`src/rtl/fifo_burst_reader.sv`:
```
// fifo_burst_reader
//   Pulls fixed-length bursts from an upstream first-word-fall-through FIFO.
//   It emits them as framed beats on a valid/ready stream. When the FIFO
//   holds fewer words than a full burst, a partial burst can be flushed after
//   an idle timeout.
//
// Ports
//   clk, rst       : clock (rising edge), asynchronous active-high reset
//   en             : allows new bursts to start (never aborts a running one)
//   fifo_dout      : FWFT head word
//   fifo_empty     : FIFO empty flag
//   fifo_rd_space  : FIFO fill level (registered, may lag, never overstated)
//   fifo_rd_en     : FIFO pop (combinational)
//   m_data/m_valid : registered output beat and its valid
//   m_ready        : downstream accept
//   m_sof/m_eof    : first / last beat of a burst
//   m_len          : length of the burst in flight, stable sof..eof
//   frame_cnt      : completed bursts, wraps at 2**16
//   busy           : state is not IDLE
//   dbg_state      : raw FSM state (0 IDLE, 1 BURST, 2 DRAIN)
//
// Handshake: a beat transfers on a rising edge where m_valid & m_ready.
// While m_valid & ~m_ready the beat (data, sof, eof) is held unchanged.
// m_valid never drops without a transfer.
module fifo_burst_reader #(
  parameter int DW        = 8,
  parameter int AW        = 8,
  parameter int BURST_LEN = 16,
  parameter int TIMEOUT   = 255
) (
  input  logic          clk,
  input  logic          rst,
  input  logic          en,
  input  logic [DW-1:0] fifo_dout,
  input  logic          fifo_empty,
  input  logic [AW:0]   fifo_rd_space,
  output logic          fifo_rd_en,
  output logic [DW-1:0] m_data,
  output logic          m_valid,
  input  logic          m_ready,
  output logic          m_sof,
  output logic          m_eof,
  output logic [AW:0]   m_len,
  output logic [15:0]   frame_cnt,
  output logic          busy,
  output logic [1:0]    dbg_state
);

  if (BURST_LEN < 1 || BURST_LEN > (1 << AW)) begin : g_bad_burst_len
    $error("fifo_burst_reader: BURST_LEN must lie in 1..2**AW");
  end

  typedef enum logic [1:0] {
    IDLE  = 2'd0,
    BURST = 2'd1,
    DRAIN = 2'd2
  } state_t;

  localparam logic [AW:0] BURST_LEN_W = (AW+1)'(BURST_LEN);
  localparam logic [AW:0] ONE_W       = (AW+1)'(1);
  localparam logic [15:0] TIMEOUT_W   = 16'(TIMEOUT);

  state_t        state_q, state_d;
  logic [AW:0]   remaining_q, remaining_d;
  logic [AW:0]   m_len_q, m_len_d;
  logic [15:0]   idle_cnt_q, idle_cnt_d;
  logic [15:0]   frame_cnt_q, frame_cnt_d;
  logic [DW-1:0] m_data_q, m_data_d;
  logic          m_valid_q, m_valid_d;
  logic          m_sof_q, m_sof_d;
  logic          m_eof_q, m_eof_d;
  logic          pop;

  // Pop only when the output register is free or being emptied this cycle.
  assign pop = (state_q == BURST) && (remaining_q != '0) && !fifo_empty &&
               (!m_valid_q || m_ready);

  always_comb begin
    state_d     = state_q;
    remaining_d = remaining_q;
    m_len_d     = m_len_q;
    idle_cnt_d  = '0;
    frame_cnt_d = frame_cnt_q;
    m_data_d    = m_data_q;
    m_valid_d   = m_valid_q;
    m_sof_d     = m_sof_q;
    m_eof_d     = m_eof_q;

    case (state_q)
      IDLE: begin
        if (en && (fifo_rd_space >= BURST_LEN_W)) begin
          state_d     = BURST;
          m_len_d     = BURST_LEN_W;
          remaining_d = BURST_LEN_W;
        end else if (en && !fifo_empty) begin
          if ((TIMEOUT != 0) && (idle_cnt_q == TIMEOUT_W)) begin
            if (fifo_rd_space != '0) begin
              state_d     = BURST;
              m_len_d     = fifo_rd_space;
              remaining_d = fifo_rd_space;
            end else begin
              // The fill level lags the empty flag; park at the threshold
              // until a non-zero level becomes visible.
              idle_cnt_d = idle_cnt_q;
            end
          end else begin
            idle_cnt_d = idle_cnt_q + 16'd1;
          end
        end
      end
      BURST: begin
        if (pop) begin
          remaining_d = remaining_q - ONE_W;
          if (remaining_q == ONE_W) begin
            state_d = DRAIN;
          end
        end
      end
      DRAIN: begin
        // The last beat sits in the output register; the burst completes
        // when it is accepted.
        if (m_valid_q && m_ready) begin
          state_d     = IDLE;
          frame_cnt_d = frame_cnt_q + 16'd1;
        end
      end
      default: state_d = IDLE;
    endcase

    if (pop) begin
      m_data_d  = fifo_dout;
      m_valid_d = 1'b1;
      m_sof_d   = (remaining_q == m_len_q);
      m_eof_d   = (remaining_q == ONE_W);
    end else if (m_valid_q && m_ready) begin
      m_valid_d = 1'b0;
      m_sof_d   = 1'b0;
      m_eof_d   = 1'b0;
    end
  end

  always_ff @(posedge clk or posedge rst) begin
    if (rst) begin
      state_q     <= IDLE;
      remaining_q <= '0;
      m_len_q     <= '0;
      idle_cnt_q  <= '0;
      frame_cnt_q <= '0;
      m_data_q    <= '0;
      m_valid_q   <= 1'b0;
      m_sof_q     <= 1'b0;
      m_eof_q     <= 1'b0;
    end else begin
      state_q     <= state_d;
      remaining_q <= remaining_d;
      m_len_q     <= m_len_d;
      idle_cnt_q  <= idle_cnt_d;
      frame_cnt_q <= frame_cnt_d;
      m_data_q    <= m_data_d;
      m_valid_q   <= m_valid_d;
      m_sof_q     <= m_sof_d;
      m_eof_q     <= m_eof_d;
    end
  end

  assign fifo_rd_en = pop;
  assign m_data     = m_data_q;
  assign m_valid    = m_valid_q;
  assign m_sof      = m_sof_q;
  assign m_eof      = m_eof_q;
  assign m_len      = m_len_q;
  assign frame_cnt  = frame_cnt_q;
  assign busy       = (state_q != IDLE);
  assign dbg_state  = state_q;

endmodule

```
`config.mk`:
```
export PLATFORM = sky130hd
export DESIGN_NAME = fifo_burst_reader
export DESIGN_NICKNAME = d
export VERILOG_FILES = /design/src/rtl/fifo_burst_reader.sv
export SDC_FILE = /design/constraint.sdc
export NUM_CORES = 1
export LEC_CHECK = 0
export CORE_ASPECT_RATIO = 0.6
export CORE_MARGIN = 3
export CORE_UTILIZATION = 56
export CTS_CLUSTER_DIAMETER = 60
export DETAILED_ROUTE_END_ITERATION = 8
export GPL_TIMING_DRIVEN = 0
export HOLD_SLACK_MARGIN = 0.1
export PLACE_DENSITY = 0.86
export RECOVER_POWER = 100
export SKIP_LAST_GASP = 1
export SYNTH_ARGS = -nofsm -noshare
export SYNTH_HDL_FRONTEND = slang
export SYNTH_SLANG_ARGS = --single-unit
```
`constraint.sdc`:
```
create_clock -name clk -period 3.36 [get_ports clk]
set_clock_uncertainty 0.15 [all_clocks]
set_input_delay 0.672 -clock clk [delete_from_list [all_inputs] [get_ports clk]]
set_output_delay 0.672 -clock clk [all_outputs]
set_load 0.005 [all_outputs]
```
# Word-level counts from Yosys, hierarchy flattened
# Index checks and enable logic that the tools add are counted.
totals:
  reg_bits: 63
  latch_bits: 0
  ram_bits: 0
  mem_bits_ro: 0
  out_inout_bits: 40
  memories: 0
classes:
  add_sub_neg: 3
  n_mul: 0
  div_mod_pow: 0
  magnitude_cmp: 1
  n_eq_ne: 12
  n_shift: 0
  mux: 23
  n_bitwise: 0
  reduce_logical: 22
op_table:
  columns: ["operator", "n"]
  rows:
  - ["16-bit 2-to-1 mux", 5]
  - ["9-bit 2-to-1 mux", 5]
  - ["16-bit by 1-bit adder with 16-bit output, second input constant", 2]
  - ["9-bit case mux with 2 select lines", 1]
  - ["9-bit nonzero test", 2]
  - ["16-bit by 8-bit equality test with 1-bit output, second input constant", 1]
  - ["2-bit 2-to-1 mux", 7]
  - ["2-bit nonzero test", 6]
  - ["9-bit by 1-bit equality test with 1-bit output, second input constant", 1]
  - ["9-bit equality test", 1]
  - ["9-bit by 5-bit greater-or-equal comparator with 1-bit output, second input constant", 1]
  - ["3-bit inequality test, second input constant", 3]
  - ["9-bit by 1-bit subtractor with 9-bit output, second input constant", 1]
  - ["1-bit logical AND", 6]
  - ["2-bit case mux with 3 select lines", 1]
  - ["6-bit AND reduction", 1]
  - ["5-bit inequality test, second input constant", 1]
  - ["5-bit AND reduction", 1]
  - ["1-bit 2-to-1 mux", 4]
  - ["2-bit inequality test, second input constant", 2]
  - ["4-bit AND reduction", 1]
  - ["2-bit by 1-bit equality test with 1-bit output, second input constant", 1]
  - ["2-bit equality test, second input constant", 1]
  - ["1-bit zero test", 2]
  - ["4 further kinds", 4]

# Logic depth before layout (Yosys ltp)
logic_depth:
  depth_word: 6
  depth_mapped: 8
  ltp_nobuf: 6

# Worst setup path before layout
# OpenSTA, ideal clock, no wires.
synth_timing:
  path_type: "input port to flip-flop"
  from: "in fifo_rd_space[5]"
  to: "reg state_q[0], in the netlist dbg_state[0]"
  t_arrival_ps: 2043
  required_time_ps: 3092
  slack_ps: 1049
  path_stages: 7
  path_buffers: 2
  path_cell_list: "or4_1 -> o21ai_2 -> buf_6 -> o21ai_2 -> and2_1 -> buf_2 -> a21o_1"
synth_via:
  elab_chain_cells: 4
  elab_cells_between_ends: 9
  classes_between: "order compare: 1; eq/ne: 3; mux: 2; reduce/logical: 3"
synth_rtl:
  columns: ["element", "line_no", "source"]
  rows:
  - ["start, declared", "36", "input logic [AW:0] fifo_rd_space,"]
  - ["9-bit by 5-bit greater-or-equal comparator with 1-bit output", "91", "if (en && (fifo_rd_space >= BURST_LEN_W)) begin"]
  - ["1-bit logical AND", "91", null]
  - ["3-bit inequality test (no source line) / 2-bit 2-to-1 mux (equally long branches)", null, null]
  - ["6-bit AND reduction (no source line) / 2-bit case mux with 3 select lines (equally long branches)", null, null]
  - ["end signal, assigned", "154", "state_q <= state_d;"]
  - ["end, declared", "63", "state_t state_q, state_d;"]
# Parallel ways exist; a longest one is shown, timed or not.
# A chain may end at the register's enable or synchronous reset.

# Worst setup path after layout
layout_timing:
  from: "in fifo_rd_space[0]"
  to: "reg remaining_q[0]"
layout_via:
  elab_chain_cells: 5
  elab_cells_between_ends: 12
  classes_between: "order compare: 1; eq/ne: 3; mux: 5; reduce/logical: 3"
layout_rtl:
  columns: ["element", "line_no", "source"]
  rows:
  - ["parallel branches: the longest is 5 deep, another holds 9-bit by 5-bit greater-or-equal comparator with 1-bit output", null, null]
  - ["end signal, assigned", "155", "remaining_q <= remaining_d;"]
  - ["end, declared", "64", "logic [AW:0] remaining_q, remaining_d;"]
# Several ways; the timed one is not identified. The select of a mux whose other input is x is not followed.

==> impl_metrics.csv <==
group,metric,value,unit
sta,fin_crit_sh,0.960,
clock_tree,ctsHoldBuffers,0,
detailed_routing,detail_route.wl_per_cell,17.5,um
detailed_routing,drt-vias-per-instance,6.12,
outcome,status,"finished clean",
finish,area_delta_synth_final,26.5,%
sta,max_freq,0.310,GHz
worst_setup_path,cp.depth,7,
logic_synthesis,synth_most_common_cell,"dfrtp_1",
finish,postLayoutCellArea,4100,um2
floorplan,die_y,64.9,um
finish,drive_gt1_frac,0.0977,
worst_setup_path,critPathLaunchType,"input pin",
logic_synthesis,synth_edf_count,0,
finish,nFillCells,379,
sta,setup_viol_count_final,0,
clock_tree,clk_latency,340,ps
min_path,whs_path_depth,1,
grt,overflow,0,
finish,fin_util,0.769,
logic_synthesis,synthCells,316,
logic_synthesis,yosys_warnings,0,
clock_tree,clk_pin_slew,60,ps
placed_design,hpwl,5800,um
logic_synthesis,ys_top_cells_by_count,"dfrtp_1, nand2_1, nor2_1, xnor2_1",
detailed_routing,routed_wl,8150,um
worst_setup_path,worstRegToRegCells,8,
detailed_routing,drc_errors,0,
logic_synthesis,synth.distinct_cells,54,
logic_synthesis,yosys_most_used_dff,"dfrtp_1",
worst_setup_path,cp_top_family,"simple AND/OR/NAND/NOR gates",
worst_setup_path,critPathMaxStageDelay,970,ps
floorplan,core,5330,um2
min_path,hp-class,"reg -> reg",
logic_synthesis,netlist_top_cells_area,"dfrtp_1, xnor2_1, mux2_2",
grt,antenna_found_initial,0,
pwr,power_leakage,0.00181,uW
worst_setup_path,crit_path_end_kind,"flip-flop",
sta,hold_viol,0,
clock_tree,cts-root-buf,"clkbuf_8",
sta,period_needed,3230,ps
worst_setup_path,cp_num_buf_inv,2,
logic_synthesis,synth_top_area_cell,"dfrtp_1",
floorplan,die_w,104,um
grt,grt_max_degree,35,
detailed_routing,antenna_left,0,
placed_design,place.gp.congestion,0.912,
pwr,p_switching,885,uW
logic_synthesis,ys_ff_latch,63,
clock_tree,cts_setup_buffers,0,
detailed_routing,drtIter0Drc,275,
logic_synthesis,netlist_area,3240,um2
detailed_routing,route.vias.total,2852,
pwr,internal_power,1610,uW
pwr,p_sw_frac,0.355,
worst_setup_path,crit_path_top_delay_cell,"nor4_1",
pwr,max-vdd-ir-drop,0.000463,V
placed_design,port_buffers,61,
sta,setup_ws,135,ps
worst_setup_path,worstSetupPathType,"in -> reg",
grt,grt_pass1_wl,13700,um
logic_synthesis,ys_seq_area_frac,0.486,
sta,tightest_slew,1100,ps
logic_synthesis,async_flop_share,1.00,
placed_design,pre_cts_slack,89.1,ps
sta,relSlewSlack,0.258,
finish,antenna_cells,0,
grt,grtUsageTotal,0.257,
worst_setup_path,cp_cell_sequence,"clkdlybuf4s50_1 > nor4_1 > a31oi_1 > a21oi_1 > clkbuf_2 > o32a_1 > a2bb2oi_1",
clock_tree,htreeDepth,3,
pwr,p_clk_frac,0.216,
floorplan,num_rows,20,
pwr,powerDensity,608,nW/um2
grt,grt_pass1_vias,2760,
sta,report.final.slew_viol_count,0,
clock_tree,cts_tree,"yes",
clock_tree,cts_buffers,9,
worst_setup_path,critPathMaxFanout,10,
detailed_routing,firstDrtPassIters,5,
logic_synthesis,syn_avg_cell_area,10.3,um2
floorplan,ios,62,
floorplan,die_area,6770,um2
pwr,combPwrFrac,0.360,
sta,rsz0062_at_grt,"no",
logic_synthesis,synth_top_cell_area_share,0.486,
finish,finish.net_count,414,
logic_synthesis,syn_nets,343,
floorplan,start_util,0.608,
placed_design,placed_cell_area,3970,um2
worst_setup_path,cp_data_arrival_time,3340,ps
flow_run,max_cap_viol_count,0,
clock_tree,clockBufferDepth,2,
clock_tree,numClockSinks,63,
worst_setup_path,worstPathRequired,3480,ps
pwr,pwr-share-seq,0.424,
[metrics by stage]
| stage | instances | hold slack [ps] | setup TNS (ps) | total power [uW] |
|---|---|---|---|---|
| after floorplan | 316 | 318 | 0 | 1580 |
| after global placement | 454 | 313 | -7420 | 1910 |
| after detailed placement | 455 | 333 | 0 | 1960 |
| after CTS | 467 | 341 | 0 | 2510 |
| after global routing | 466 | 365 | 0 | 2620 |
| final | 466 | 327 | 0 | 2490 |
[flip-flops by register name (all words and copies together), names as in the netlist]
name	cells
remaining_q	9
idle_cnt_q	16
frame_cnt	16
m_len	9
m_sof	1
dbg_state	2
m_valid	1
m_eof	1
m_data	8
[final timing paths]
path,from,slack [ps],end
setup / recovery,fifo_rd_space[0],130,remaining_q[0]
hold / removal,frame_cnt[15],330,frame_cnt[15]
setup reg to reg,idle_cnt_q[0],1010,remaining_q[2]
hold reg to reg,frame_cnt[15],330,frame_cnt[15]
max in group asynchronous,rst,710,remaining_q[0]
min in group asynchronous,rst,910,idle_cnt_q[14]
[kinds of logic after synthesis]
kind of cell               synth area share
buffers and inverters                0.0394
and+or+nand+nor                       0.207
adders and majority gates            0.0193
DFF                                   0.486
muxes                                0.0436
xor gates and xnor gates             0.0783
AOI/OAI and AO/OA                     0.126
[final cells by class]
class                   count  area, um2  share of cell area
plain buffers              12       58.8              0.0143
clock buffers              11        141              0.0345
clock inverters             2       10.0             0.00244
inverters                  14       52.6              0.0128
multi-input cells         225       1550               0.378
flip-flops and latches     63       1580               0.385
well taps                  77       96.3              0.0235
repair buffers             62        616               0.150
[placed cells by master, fill, tap and decap left out, types with 8 or more instances in the layout]
cell type        count
inv_1               14
xor2_1              11
nand3_1             13
xnor2_1             18
nor2_1              24
clkbuf_8            10
nand2_1             25
a31oi_1              9
dlygate4sd3_1       41
a21oi_1             13
mux2_2               9
nand4_1              8
nor3_1               8
clkdlybuf4s50_1     20
dfrtp_1             62
and3_1              10
[power groups by stage]
| stage | Combinational (uW) | Clock (uW) | Sequential (uW) |
|---|---|---|---|
| floorplan | 567 | 0 | 1010 |
| global placement | 891 | 0 | 1020 |
| detailed placement | 931 | 0 | 1030 |
| CTS | 932 | 546 | 1030 |
| global route | 964 | 579 | 1070 |
| finish | 898 | 539 | 1060 |
[per-layer routing]
metal / vias up / part of all wire / track usage
li1: 1286 / - / -
met1: 1375 / 0.47 / 0.362
met2: 164 / 0.41 / 0.376
met3: 27 / 0.090 / 0.0826
met4: 0 / 0.022 / 0.0896
met5: - / 0 / 0
[repair_timing]
item	CTS	global route
endpoints found under the setup margin	1	1
hold endpoints to repair	0	0
gates resized for setup	0	5
No activity file was read; power rests on OpenSTA's default activity.
